### config.mk
export PLATFORM = sky130hd
export DESIGN_NAME = nrisc_prog_loader
export DESIGN_NICKNAME = d
export VERILOG_FILES = /design/src/rtl/nrisc_prog_loader_pkg.sv /design/src/rtl/nrisc_prog_loader_csum.sv /design/src/rtl/nrisc_prog_loader.sv
export SDC_FILE = /design/constraint.sdc
export NUM_CORES = 1
export LEC_CHECK = 0
export ABC_AREA = 1
export BUFFER_PORTS_ARGS = -buffer_cell sky130_fd_sc_hd__buf_2
export CAP_MARGIN = 20
export CORE_MARGIN = 1.5
export CORE_UTILIZATION = 29
export CTS_BUF_LIST = sky130_fd_sc_hd__clkbuf_8 sky130_fd_sc_hd__clkbuf_16
export DETAILED_ROUTE_END_ITERATION = 10
export GPL_ROUTABILITY_DRIVEN = 0
export PLACE_DENSITY = 0.57
export RECOVER_POWER = 100
export SYNTH_ARGS = -nofsm -noshare
export SYNTH_HDL_FRONTEND = slang
export SYNTH_HIERARCHICAL = 1
export SYNTH_SLANG_ARGS = --single-unit
### constraint.sdc
create_clock -name clk -period 2.55 [get_ports clk]
set_input_delay 0.3825 -clock clk [delete_from_list [all_inputs] [get_ports clk]]
set_output_delay 0.3825 -clock clk [all_outputs]
set_load 0.02 [all_outputs]
### src/rtl/nrisc_prog_loader_pkg.sv
// Shared state encoding and frame constants for the NRISC I-Data program loader.
package nrisc_prog_loader_pkg;

  localparam logic [7:0] LDR_SYNC_BYTE = 8'hA5;
  localparam int         LDR_MAX_WORDS = 1024;

  typedef enum logic [3:0] {
    LDR_IDLE   = 4'd0,
    LDR_SYNC   = 4'd1,
    LDR_CNT_H  = 4'd2,
    LDR_CNT_L  = 4'd3,
    LDR_ADR_H  = 4'd4,
    LDR_ADR_L  = 4'd5,
    LDR_DATA_H = 4'd6,
    LDR_DATA_L = 4'd7,
    LDR_WRITE  = 4'd8,
    LDR_CSUM   = 4'd9,
    LDR_DONE   = 4'd10,
    LDR_ERR    = 4'd11
  } ldr_state_e;

  // States that present ready=1 to the byte source.
  function automatic logic ldr_takes_byte(input ldr_state_e s);
    return s inside {LDR_SYNC, LDR_CNT_H, LDR_CNT_L, LDR_ADR_H, LDR_ADR_L,
                     LDR_DATA_H, LDR_DATA_L, LDR_CSUM};
  endfunction

  function automatic logic ldr_in_frame(input ldr_state_e s);
    return !(s inside {LDR_IDLE, LDR_DONE, LDR_ERR});
  endfunction

endpackage

### src/rtl/nrisc_prog_loader_csum.sv
// Modulo-256 frame checksum accumulator; zero reports whether the sum including
// the byte currently presented on add_byte would be zero.
module nrisc_loader_csum (
  input  logic       clk,
  input  logic       rst,
  input  logic       clr,
  input  logic       add_en,
  input  logic [7:0] add_byte,
  output logic       zero
);

  logic [7:0] sum_q;
  logic [7:0] sum_nx;

  assign sum_nx = sum_q + add_byte;
  assign zero   = (sum_nx == 8'h00);

  always_ff @(posedge clk) begin
    if (rst || clr)  sum_q <= 8'h00;
    else if (add_en) sum_q <= sum_nx;
  end

endmodule

### src/rtl/nrisc_prog_loader.sv
// Boot-time program loader: parses A5-framed byte stream, writes 16-bit words to
// I-Data, verifies the frame checksum and holds the core in reset until a clean load.
import nrisc_prog_loader_pkg::*;

module nrisc_prog_loader #(
  parameter int         PROG_ADDR_W = 10,
  parameter int         PROG_DATA_W = 16,
  parameter int         MAX_WORDS   = LDR_MAX_WORDS,
  parameter logic [7:0] SYNC_BYTE   = LDR_SYNC_BYTE
) (
  input  logic                   clk,
  input  logic                   rst,
  input  logic                   LOADER_start,
  input  logic [7:0]             LOADER_byte_in,
  input  logic                   LOADER_byte_valid,
  output logic                   LOADER_byte_ready,
  output logic [PROG_DATA_W-1:0] IDATA_PROG_data,
  output logic [PROG_ADDR_W-1:0] IDATA_PROG_addr,
  output logic                   IDATA_PROG_write,
  output logic                   CORE_rst,
  output logic                   LOADER_busy,
  output logic                   LOADER_done,
  output logic                   LOADER_error
);

  localparam int WC_W = $clog2(MAX_WORDS + 1);

  ldr_state_e             state_q, state_d;
  logic [7:0]             cnt_h_q;
  logic [7:0]             adr_h_q;
  logic [WC_W-1:0]        word_cnt_q;
  logic [PROG_ADDR_W-1:0] addr_q;
  logic [PROG_DATA_W-1:0] data_q;
  logic                   accept;
  logic                   csum_zero;
  logic [15:0]            cnt_in;
  logic [15:0]            adr_in;

  assign accept = LOADER_byte_valid & LOADER_byte_ready;
  assign cnt_in = {cnt_h_q, LOADER_byte_in};
  assign adr_in = {adr_h_q, LOADER_byte_in};

  nrisc_loader_csum u_csum (
    .clk      (clk),
    .rst      (rst),
    .clr      (state_q == LDR_SYNC),
    .add_en   (accept && (state_q != LDR_SYNC)),
    .add_byte (LOADER_byte_in),
    .zero     (csum_zero)
  );

  always_comb begin
    state_d = state_q;
    case (state_q)
      LDR_IDLE:   if (LOADER_start) state_d = LDR_SYNC;
      LDR_SYNC:   if (accept && LOADER_byte_in == SYNC_BYTE) state_d = LDR_CNT_H;
      LDR_CNT_H:  if (accept) state_d = LDR_CNT_L;
      LDR_CNT_L:
        if (accept) begin
          if (cnt_in == 16'h0000 || int'(cnt_in) > MAX_WORDS) state_d = LDR_ERR;
          else                                                 state_d = LDR_ADR_H;
        end
      LDR_ADR_H:  if (accept) state_d = LDR_ADR_L;
      LDR_ADR_L:  if (accept) state_d = LDR_DATA_H;
      LDR_DATA_H: if (accept) state_d = LDR_DATA_L;
      LDR_DATA_L: if (accept) state_d = LDR_WRITE;
      LDR_WRITE:  state_d = (word_cnt_q == WC_W'(1)) ? LDR_CSUM : LDR_DATA_H;
      LDR_CSUM:   if (accept) state_d = csum_zero ? LDR_DONE : LDR_ERR;
      LDR_DONE:   if (LOADER_start) state_d = LDR_SYNC;
      LDR_ERR:    if (LOADER_start) state_d = LDR_SYNC;
      default:    state_d = LDR_IDLE;
    endcase
  end

  always_ff @(posedge clk) begin
    if (rst) begin
      state_q    <= LDR_IDLE;
      cnt_h_q    <= 8'h00;
      adr_h_q    <= 8'h00;
      word_cnt_q <= '0;
      addr_q     <= '0;
      data_q     <= '0;
    end else begin
      state_q <= state_d;
      case (state_q)
        LDR_CNT_H:  if (accept) cnt_h_q <= LOADER_byte_in;
        LDR_CNT_L:  if (accept) word_cnt_q <= cnt_in[WC_W-1:0];
        LDR_ADR_H:  if (accept) adr_h_q <= LOADER_byte_in;
        LDR_ADR_L:  if (accept) addr_q <= adr_in[PROG_ADDR_W-1:0];
        LDR_DATA_H: if (accept) data_q[15:8] <= LOADER_byte_in;
        LDR_DATA_L: if (accept) data_q[7:0] <= LOADER_byte_in;
        // Address wraps silently at 2^PROG_ADDR_W.
        LDR_WRITE: begin
          addr_q     <= addr_q + 1'b1;
          word_cnt_q <= word_cnt_q - 1'b1;
        end
        default: ;
      endcase
    end
  end

  assign LOADER_byte_ready = ldr_takes_byte(state_q);
  assign IDATA_PROG_write  = (state_q == LDR_WRITE);
  assign IDATA_PROG_data   = data_q;
  assign IDATA_PROG_addr   = addr_q;
  assign LOADER_busy       = ldr_in_frame(state_q);
  assign LOADER_done       = (state_q == LDR_DONE);
  assign LOADER_error      = (state_q == LDR_ERR);
  assign CORE_rst          = (state_q != LDR_DONE);

endmodule
==> results of run 1 <==
==> logic make-up after synthesis <==
kind of cell             share of synthesized area
AO/OA/AOI/OAI                               0.1763
XOR/XNOR                                   0.01277
adder cells (fa/ha/maj)                    0.04234
buffers and inverters                       0.1036
flip-flops                                  0.3445
AND/OR/NAND/NOR                             0.3204
==> per-layer routing <==
| metal | GRT usage | routed length (um) | part of all wire |
|---|---|---|---|
| met5 | 0 | 0 | 0 |
| met4 | 0.06076 | 239 | 0.024 |
| met3 | 0.03756 | 411 | 0.042 |
| met2 | 0.2825 | 4732 | 0.48 |
| met1 | 0.2045 | 4464 | 0.45 |
==> worst max path at each step <==
stage	end	slack [ns]	startpoint	depth (start not counted)
4_1_cts	state_q[0]	0.28	u_csum/sum_q[0]	14
6_report	IDATA_PROG_write	0.27	state_q[1]	5
2_1_floorplan	state_q[0]	0.39	LOADER_byte_in[0]	14
5_1_grt	state_q[0]	0.09	u_csum/sum_q[0]	14
3_5_place_dp	state_q[0]	0.06	LOADER_byte_in[0]	15
3_3_place_gp	state_q[0]	0.13	LOADER_byte_in[0]	15
==> state kept, by name, indices dropped and copies added, names as in the netlist <==
signal           flops
IDATA_PROG_data     16
word_cnt_q          11
IDATA_PROG_addr     10
cnt_h_q              8
u_csum/sum_q         8
state_q              4
adr_h_q              2
==> cells in the final DEF (no fill, tap or decap), types with 2 or more instances in the layout <==
master / netlist / final
ha_1: 10 / 10
buf_2: 5 / 14
nand2_1: 129 / 130
clkbuf_16: 0 / 9
o21ai_1: 5 / 4
nor3_1: 6 / 6
buf_4: 2 / 2
nand3_1: 27 / 27
nand2_2: 4 / 3
nand3_2: 3 / 3
a21oi_1: 55 / 55
inv_2: 11 / 2
nor2_2: 4 / 4
inv_1: 67 / 77
nand4_1: 4 / 4
a31oi_1: 3 / 3
xor2_1: 4 / 4
o21bai_1: 2 / 2
o211ai_1: 2 / 2
nand3b_1: 3 / 3
o21ai_0: 45 / 46
dfxtp_1: 59 / 59
nor2_1: 81 / 82
clkinv_4: 0 / 2
clkbuf_1: 6 / 30
==> tightest hold or removal path, cell delays in order <==
cell,delay (ns)
buf_2,0.17
nor2_1,0.12
nor2_1,0.05
==> stage by stage <==
step | area [um^2] | power, mW | hold WS [ns] | worst slack, ns | cells
6_report | 4004 | 2.964 | 0.4356 | 0.2735 | 737
5_1_grt | 4004 | 3.180 | 0.4371 | 0.08896 | 737
4_1_cts | 4056 | 3.009 | 0.4233 | 0.2799 | 737
3_5_place_dp | 3785 | 1.899 | 0.4573 | 0.06133 | 721
3_3_place_gp | 3785 | 1.883 | 0.4501 | 0.1292 | 721
2_1_floorplan | 3428 | 1.683 | 0.4298 | 0.3894 | 545
==> where the power goes <==
group	switching (mW)	internal, mW	leakage (nW)
Sequential	0.0486	0.982	0.476
Combinational	0.567	0.271	1.22
Clock	0.441	0.654	0.138
Total	1.06	1.91	1.83
==> cell type report <==
cell class | count | area [um^2] | share of cell area
clock buffers | 9 | 225.2 | 0.05625
clock inverters | 7 | 46.29 | 0.01156
inverters | 78 | 292.8 | 0.07313
multi-input cells | 395 | 1882 | 0.4700
flip-flops and latches | 59 | 1181 | 0.2950
well taps | 143 | 178.9 | 0.04469
repair buffers | 46 | 197.7 | 0.04938
==> flow_summary.toml, run 1 <==
[critical_path]
crit_family = "buffers and inverters"
crit_type = "flip-flop to output pin"
required_ns = 2.17
rrSetupSlack_ns = 0.28
crit_path_start_kind = "flip-flop"
slowest_delay_ns = 0.47
r2r-start = "u_csum/sum_q[0]"
worst_r2r_path_depth = 14
path_common_cell = "buf_2"
path_cells = "nor2_1, nand2_1, nor2_2, buf_2, buf_2"
cp.arrival_ns = 1.89
r2r-end = "state_q[0]"
crit_slowest_cell = "buf_2"
crit_buf_inv = 2
critical_path.endpoint_type = "output pin"
cp_max_fo = 30

[sta]
slew_viol_final = 0
tightestPinTransition_ns = 0.8034
finalCriticalPeriod_ns = 2.277
rsz0062_at_grt = "false"
relSlewSlack = 0.4638
max_freq_mhz = 439.3
tns_ns = 0
hold_viol = 0
min_period_over_period = 0.8927
setup_violations = 0
fin_skew_ns = 0.007313

[routing]
drt.antenna.violating_nets = 0
dr.pass1.iters = 5
drtIter0Drc = 237
vias = 3560
drcViolationCount = 0
drt-vias-per-instance = 4.830
routedWlPerCell_um = 13.36
wl_mm = 9.848

[logic_synthesis]
synth_seq_cells = 59
async_flop_share = 0
synth_edf_count = 0
synth-warning-count = 6
ys_seq_area_frac = 0.3445
yosysMostFrequentCell = "nand2_1"
synth_area_leaders = "dfxtp_1 34%, nand2_1 14%, nor2_1 8.9%, a21oi_1 8.0%, inv_1 7.3%"
synth_cell_types = 31
synth_flop_cell = "dfxtp_1"
avgSynthCellArea_um2 = 6.290
syn_nets = 568
syn_area_um2 = 3428
synth_top_cell_by_area = "dfxtp_1"
yosysTopAreaCellShare = 0.3445
ys_top_cells_by_count = "129 x nand2_1, 81 x nor2_1, 67 x inv_1, 59 x dfxtp_1, 55 x a21oi_1"
syn_inst = 545

[clock_tree]
h-tree-depth = 3
cts_resized = 0
root_buffer = "clkbuf_16"
ctsHoldBuffers = 0
clock_path_buffers = 2
post-cts-setup-buffers = 0
clkTransAtPathRegs_ns = 0.06
clk_latency_ns = 0.33
cts_tree = "yes"
cts_buffers = 9
cts_sinks = 59

[power_and_ir_drop]
leakagePower_nw = 1.833
powerDensity_nw_per_um2 = 740.2
irDropWorstVdd_mv = 0.3868

[global_route]
antenna_found_initial = 0
grt_max_degree = 31
grt-ovfl-total = 0
grt_pass1_wl_mm = 16.76
grt_pass1_vias = 3463
track_usage = 0.1658

[placement]
dp_hpwl_mm = 7.157
portBuffers = 43

[worst_hold_path]
hold_depth = 3
holdPathEnd = "IDATA_PROG_data[5]"
min-delay-start = "LOADER_byte_in[5]"
hold_path.class = "primary input to flip-flop"

[cells_and_area]
diodes = 0
finalNetCount = 612
fillers = 1244
final_util = 0.3492
drive_gt1_frac = 0.07239
syn_to_final_growth_pct = 16.79

[floorplan]
ios = 44
die_w_um = 111.7
initial_utilization = 0.2990
core.rowCount = 39
fp.dieArea_um2 = 12480
core_area_um2 = 11470
dieHeight_um = 111.7

[status]
outcome = "finished, final reports clean"

[flow_run]
cap_violations = 0
Note: power is estimated with default switching activity, not from simulation.
==> run 2: changes to the inputs <==
PLACE_DENSITY = 0.53   (was 0.57)
==> run 2 against run 1 <==
Compared with the run above:
- global-route usage down 0.19 points
- die area did not move
- combinational power rose by 0.6%
- first-iteration DRC count decreased by 3.4%
- worst setup slack lost 0.025 ns
- via count is 0.53% higher
- power up 5.7%
- clock-buffer cell count unchanged
- non-clock buffer count up 1
- sequential cell count did not move
- final cell count rose by 0.14%
- critical endpoint unchanged
- largest cell class unchanged
- largest power group unchanged
==> flow_summary.toml, run 2 (synthesized netlist as in run 1, its figures left out) <==
[cells_and_area]
diodes = 0
final_cell_mix = "130 x nand2_1, 82 x nor2_1, 74 x inv_1"
syn_to_final_growth_pct = 18.10
multi_input_area_um2 = 1882
regArea_um2 = 1181
design_area_um2 = 4049
final_util = 0.3531
largest_reg_flops = 16
mostFrequentLayoutCell = "nand2_1"
fillers = 1239
finalNetCount = 613
fin_cells = 738
drive_gt1_frac = 0.07899

[sta]
setup_ws_ns = 0.2481
min_period_over_period = 0.9027
setup_violations = 0
relSlewSlack = 0.5850
hold_viol = 0
max_freq_mhz = 434.4
whs_ns = 0.4477
tns_ns = 0
slew_viol_final = 0
fin_skew_ns = 0.007864
tightestPinTransition_ns = 0.6225
finalCriticalPeriod_ns = 2.302
rsz0062_at_grt = "false"

[clock_tree]
clock_path_buffers = 2
root_buffer = "clkbuf_16"
ctsHoldBuffers = 0
cts_resized = 0
post-cts-setup-buffers = 0
h-tree-depth = 3
clkTransAtPathRegs_ns = 0.06
cts_buffers = 9
clk_latency_ns = 0.33
cts_sinks = 59
cts_tree = "yes"

[critical_path]
r2r-end = "state_q[0]"
critical_path.endpoint_type = "output pin"
critPathLaunch = "state_q[1]"
cp.arrival_ns = 1.92
rrSetupSlack_ns = 0.31
crit_type = "flip-flop to output pin"
worst_r2r_path_depth = 14
cp_max_fo = 30
required_ns = 2.17
r2r-start = "u_csum/sum_q[0]"
crit_path_end = "IDATA_PROG_write"
crit_path_start_kind = "flip-flop"

[floorplan]
dieHeight_um = 111.7
fp.dieArea_um2 = 12480
die_w_um = 111.7
initial_utilization = 0.2990
ios = 44
core.rowCount = 39
core_area_um2 = 11470

[routing]
drcViolationCount = 0
vias = 3579
drt.antenna.violating_nets = 0
drt-vias-per-instance = 4.850
drtIter0Drc = 229
routedWlPerCell_um = 13.49
dr.pass1.iters = 5
wl_mm = 9.955

[power_and_ir_drop]
combPwrFrac = 0.269
irDropWorstVdd_mv = 0.4062
internal-power_mw = 2.027
powerDensity_nw_per_um2 = 773.6
pwr-share-seq = 0.330
leakagePower_nw = 1.848
switching_power_mw = 1.106
sw_frac_of_total = 0.3530
power_frac_clock = 0.401
p_total_mw = 3.132

[global_route]
grt_pass1_wl_mm = 16.49
grt_pass1_vias = 3401
grt-ovfl-total = 0
track_usage = 0.1639
use_met1 = 0.2154
grt.met2_usage = 0.2622
grtUsageMet3 = 0.03865
grt-busiest-layer = "met2"
antenna_found_initial = 0
grt_max_degree = 31

[worst_hold_path]
min-delay-start = "LOADER_byte_in[5]"
hold_path.class = "primary input to flip-flop"

[placement]
dpl_worst_slack_ns = 0.09103
dpl_cell_area_um2 = 3792
portBuffers = 43
dp.cells = 722
dp_hpwl_mm = 7.243

[flow_run]
cap_violations = 0

[status]
outcome = "finished, final reports clean"
==> run 2: cell type report <==
| cell class | count | share of cell area |
|---|---|---|
| multi-input combinational | 395 | 0.4648 |
| sequential | 59 | 0.2917 |
| inverter | 78 | 0.07231 |
| clock buffer | 9 | 0.05562 |
| timing repair buffer | 47 | 0.05068 |
| tap | 143 | 0.04419 |
| clock inverter | 7 | 0.02070 |
==> run 2: power groups by stage <==
stage	clock, mW	combinational, mW	sequential, mW
2_1_floorplan	0	0.642	1.04
3_3_place_gp	0	0.841	1.05
3_5_place_dp	0	0.846	1.05
4_1_cts	1.28	0.853	1.03
5_1_grt	1.32	0.972	1.04
6_report	1.26	0.843	1.03
==> run 2: worst min path at each step <==
stage | endpoint | slack [ns] | cells past startpoint
after global routing | IDATA_PROG_data[2] | 0.46 | 3
after detailed placement | adr_h_q[1] | 0.45 | 2
after global placement | adr_h_q[1] | 0.45 | 2
after floorplan | adr_h_q[1] | 0.43 | 2
final | IDATA_PROG_data[5] | 0.45 | 3
after CTS | IDATA_PROG_data[5] | 0.44 | 3
==> run 2: worst max-delay path, cell delays in order, from the launching register on <==
cell and delay [ns]:
dfxtp_1 0.37, nor2_1 0.18, nand2_1 0.11, nor2_2 0.12, clkbuf_2 0.52, buf_2 0.28
==> run 2: layer usage <==
layer	wire length, um	part of all wire
met2	4470	0.45
met4	195	0.020
met3	479	0.048
met1	4810	0.48
met5	0	0
==> run 3: changes to the inputs <==
BUFFER_PORTS_ARGS = -buffer_cell sky130_fd_sc_hd__clkbuf_2   (was -buffer_cell sky130_fd_sc_hd__buf_2)
CORE_MARGIN = not set   (was 1.5)
==> run 3 against run 2 <==
Compared with the run above:
- sequential power hardly changed
- non-clock buffer count is 1 higher
- global-route usage is 0.16 points higher
- design area is 0.59% higher
- sequential share of layout area is 0.17 points lower
- largest cell class unchanged
- worst hold slack better by 0.017 ns
- clock skew is 0.0024 ns lower
- fmax is 1.1% higher
- combinational power is 1% lower
- die area is 1.8% lower
- first-iteration DRC count stayed put
- power is 2.5% higher
==> flow_summary.toml, run 3 (synthesized netlist as in run 1, its figures left out) <==
[status]
outcome = "finished, final reports clean"

[routing]
dr_wl_met3_um = 333
dr.pass1.iters = 4
drt-vias-per-instance = 4.759
drt.antenna.violating_nets = 0
vias = 3517
wl_met1_mm = 4.937
drcViolationCount = 0
drtIter0Drc = 229
wl_met2_mm = 4.497
routedWlPerCell_um = 13.44
wl_mm = 9.931
top_layer_used = "met4"

[cells_and_area]
drive_gt1_frac = 0.08054
mostFrequentLayoutCell = "nand2_1"
fillers = 1254
regArea_um2 = 1181
multi_input_area_um2 = 1882
finalNetCount = 614
final_cell_mix = "130 x nand2_1, 82 x nor2_1, 73 x inv_1"
syn_to_final_growth_pct = 18.80
largest_reg_flops = 16
diodes = 0

[sta]
tns_ns = 0
setup_violations = 0
rsz0062_at_grt = "false"
min_period_over_period = 0.8926
finalCriticalPeriod_ns = 2.276
hold_viol = 0
max_freq_mhz = 439.4
slew_viol_final = 0
fin_skew_ns = 0.005479
relSlewSlack = 0.5401
tightestPinTransition_ns = 0.6891

[critical_path]
critPathLaunch = "u_csum/sum_q[0]"
crit_type = "flip-flop to flip-flop"
critical_path.endpoint_type = "flip-flop"
required_ns = 2.76
r2r-start = "u_csum/sum_q[0]"
crit_family = "simple AND/OR/NAND/NOR gates"
rrSetupSlack_ns = 0.27
r2r-end = "state_q[0]"
worst_r2r_path_depth = 14
path_cells = "ha_1, fa_1, or2_1, nor2_1, nand3_1, nor2_1, nand2_1, nor2_2, nand3b_1, nand3_1, a21oi_1, nand2_1, nand2_1, a21oi_1"
slowest_delay_ns = 0.47
crit_buf_inv = 0
crit_path_end = "state_q[0]"
cp.arrival_ns = 2.49
cp_num_cells = 14
crit_slowest_cell = "fa_1"
crit_path_start_kind = "flip-flop"
path_common_cell = "nand2_1"
cp_max_fo = 3

[floorplan]
die_w_um = 110.7
initial_utilization = 0.2990
core_area_um2 = 11470
ios = 44
core.rowCount = 39
fp.dieArea_um2 = 12260
dieHeight_um = 110.7

[power_and_ir_drop]
irDropWorstVdd_mv = 0.4131
powerDensity_nw_per_um2 = 788.6
leakagePower_nw = 1.855
p_total_mw = 3.212

[clock_tree]
cts_tree = "yes"
clock_path_buffers = 2
clk_latency_ns = 0.33
cts_sinks = 59
post-cts-setup-buffers = 0
h-tree-depth = 3
root_buffer = "clkbuf_16"
clkTransAtPathRegs_ns = 0.06
cts_buffers = 9
cts_resized = 0
ctsHoldBuffers = 0

[global_route]
grt_pass1_wl_mm = 16.08
grt_max_degree = 31
grt-ovfl-total = 0
antenna_found_initial = 0
grt_pass1_vias = 3304
track_usage = 0.1655

[placement]
dp_hpwl_mm = 7.093
portBuffers = 43

[flow_run]
cap_violations = 0

[worst_hold_path]
hold_path.class = "primary input to flip-flop"
run 3: cell types whose count changed in the layout (fill, tap and decap cells not counted), sizes merged:
cell,before,now
clkbuf,40,52
buf,16,5
inv,80,78
bufinv,1,2
clkinvlp,1,2
run 3: worst min-delay path by stage:
| stage | from | to | slack (ns) | cells after the start |
|---|---|---|---|---|
| after CTS | LOADER_byte_in[2] | IDATA_PROG_data[2] | 0.46 | 3 |
| after global routing | LOADER_byte_in[2] | IDATA_PROG_data[2] | 0.49 | 3 |
| after detailed placement | word_cnt_q[1] | word_cnt_q[1] | 0.46 | 2 |
| after floorplan | adr_h_q[1] | adr_h_q[1] | 0.43 | 2 |
| final | LOADER_byte_in[4] | IDATA_PROG_data[4] | 0.46 | 3 |
| after global placement | adr_h_q[1] | adr_h_q[1] | 0.45 | 2 |
run 3: where the power goes:
part	switching [mW]	total (mW)	internal, mW
Clock	0.485	1.35	0.862
Combinational	0.565	0.834	0.269
Sequential	0.0492	1.03	0.982
Total	1.10	3.21	2.11
run 3: per-layer routing:
metal / track usage / vias to the layer above
met5: 0 / -
met4: 0.05067 / 0
met3: 0.03991 / 14
met2: 0.2704 / 60
met1: 0.2149 / 1609
li1: - / 1834
run 3: metrics by stage:
step           setup slack, ns    util  area, um^2  instances  hold slack, ns
3_3_place_gp            0.1357  0.3314        3800        723          0.4481
6_report                0.2740  0.3552        4073        739          0.4645
4_1_cts                 0.2897  0.3598        4126        739          0.4613
2_1_floorplan           0.3894       -        3428        545          0.4298
5_1_grt                0.06074  0.3552        4073        739          0.4873
3_5_place_dp           0.09053  0.3314        3800        723          0.4610
run 3: worst reg2reg max path: stages, from the launching register on:
cell and delay [ns]:
dfxtp_1 0.32, ha_1 0.21, fa_1 0.47, or2_1 0.22, nor2_1 0.12, nand3_1 0.09, nor2_1 0.10, nand2_1 0.07
nor2_2 0.10, nand3b_1 0.10, nand3_1 0.07, a21oi_1 0.11, nand2_1 0.07, nand2_1 0.06, a21oi_1 0.05
run 3: layout make-up:
class / instances / area share
clock buffers: 9 / 0.05530
clock inverters: 7 / 0.02488
inverters: 78 / 0.07189
multi-input cells: 395 / 0.4621
flip-flops and latches: 59 / 0.2900
well taps: 143 / 0.04393
repair buffers: 48 / 0.05192
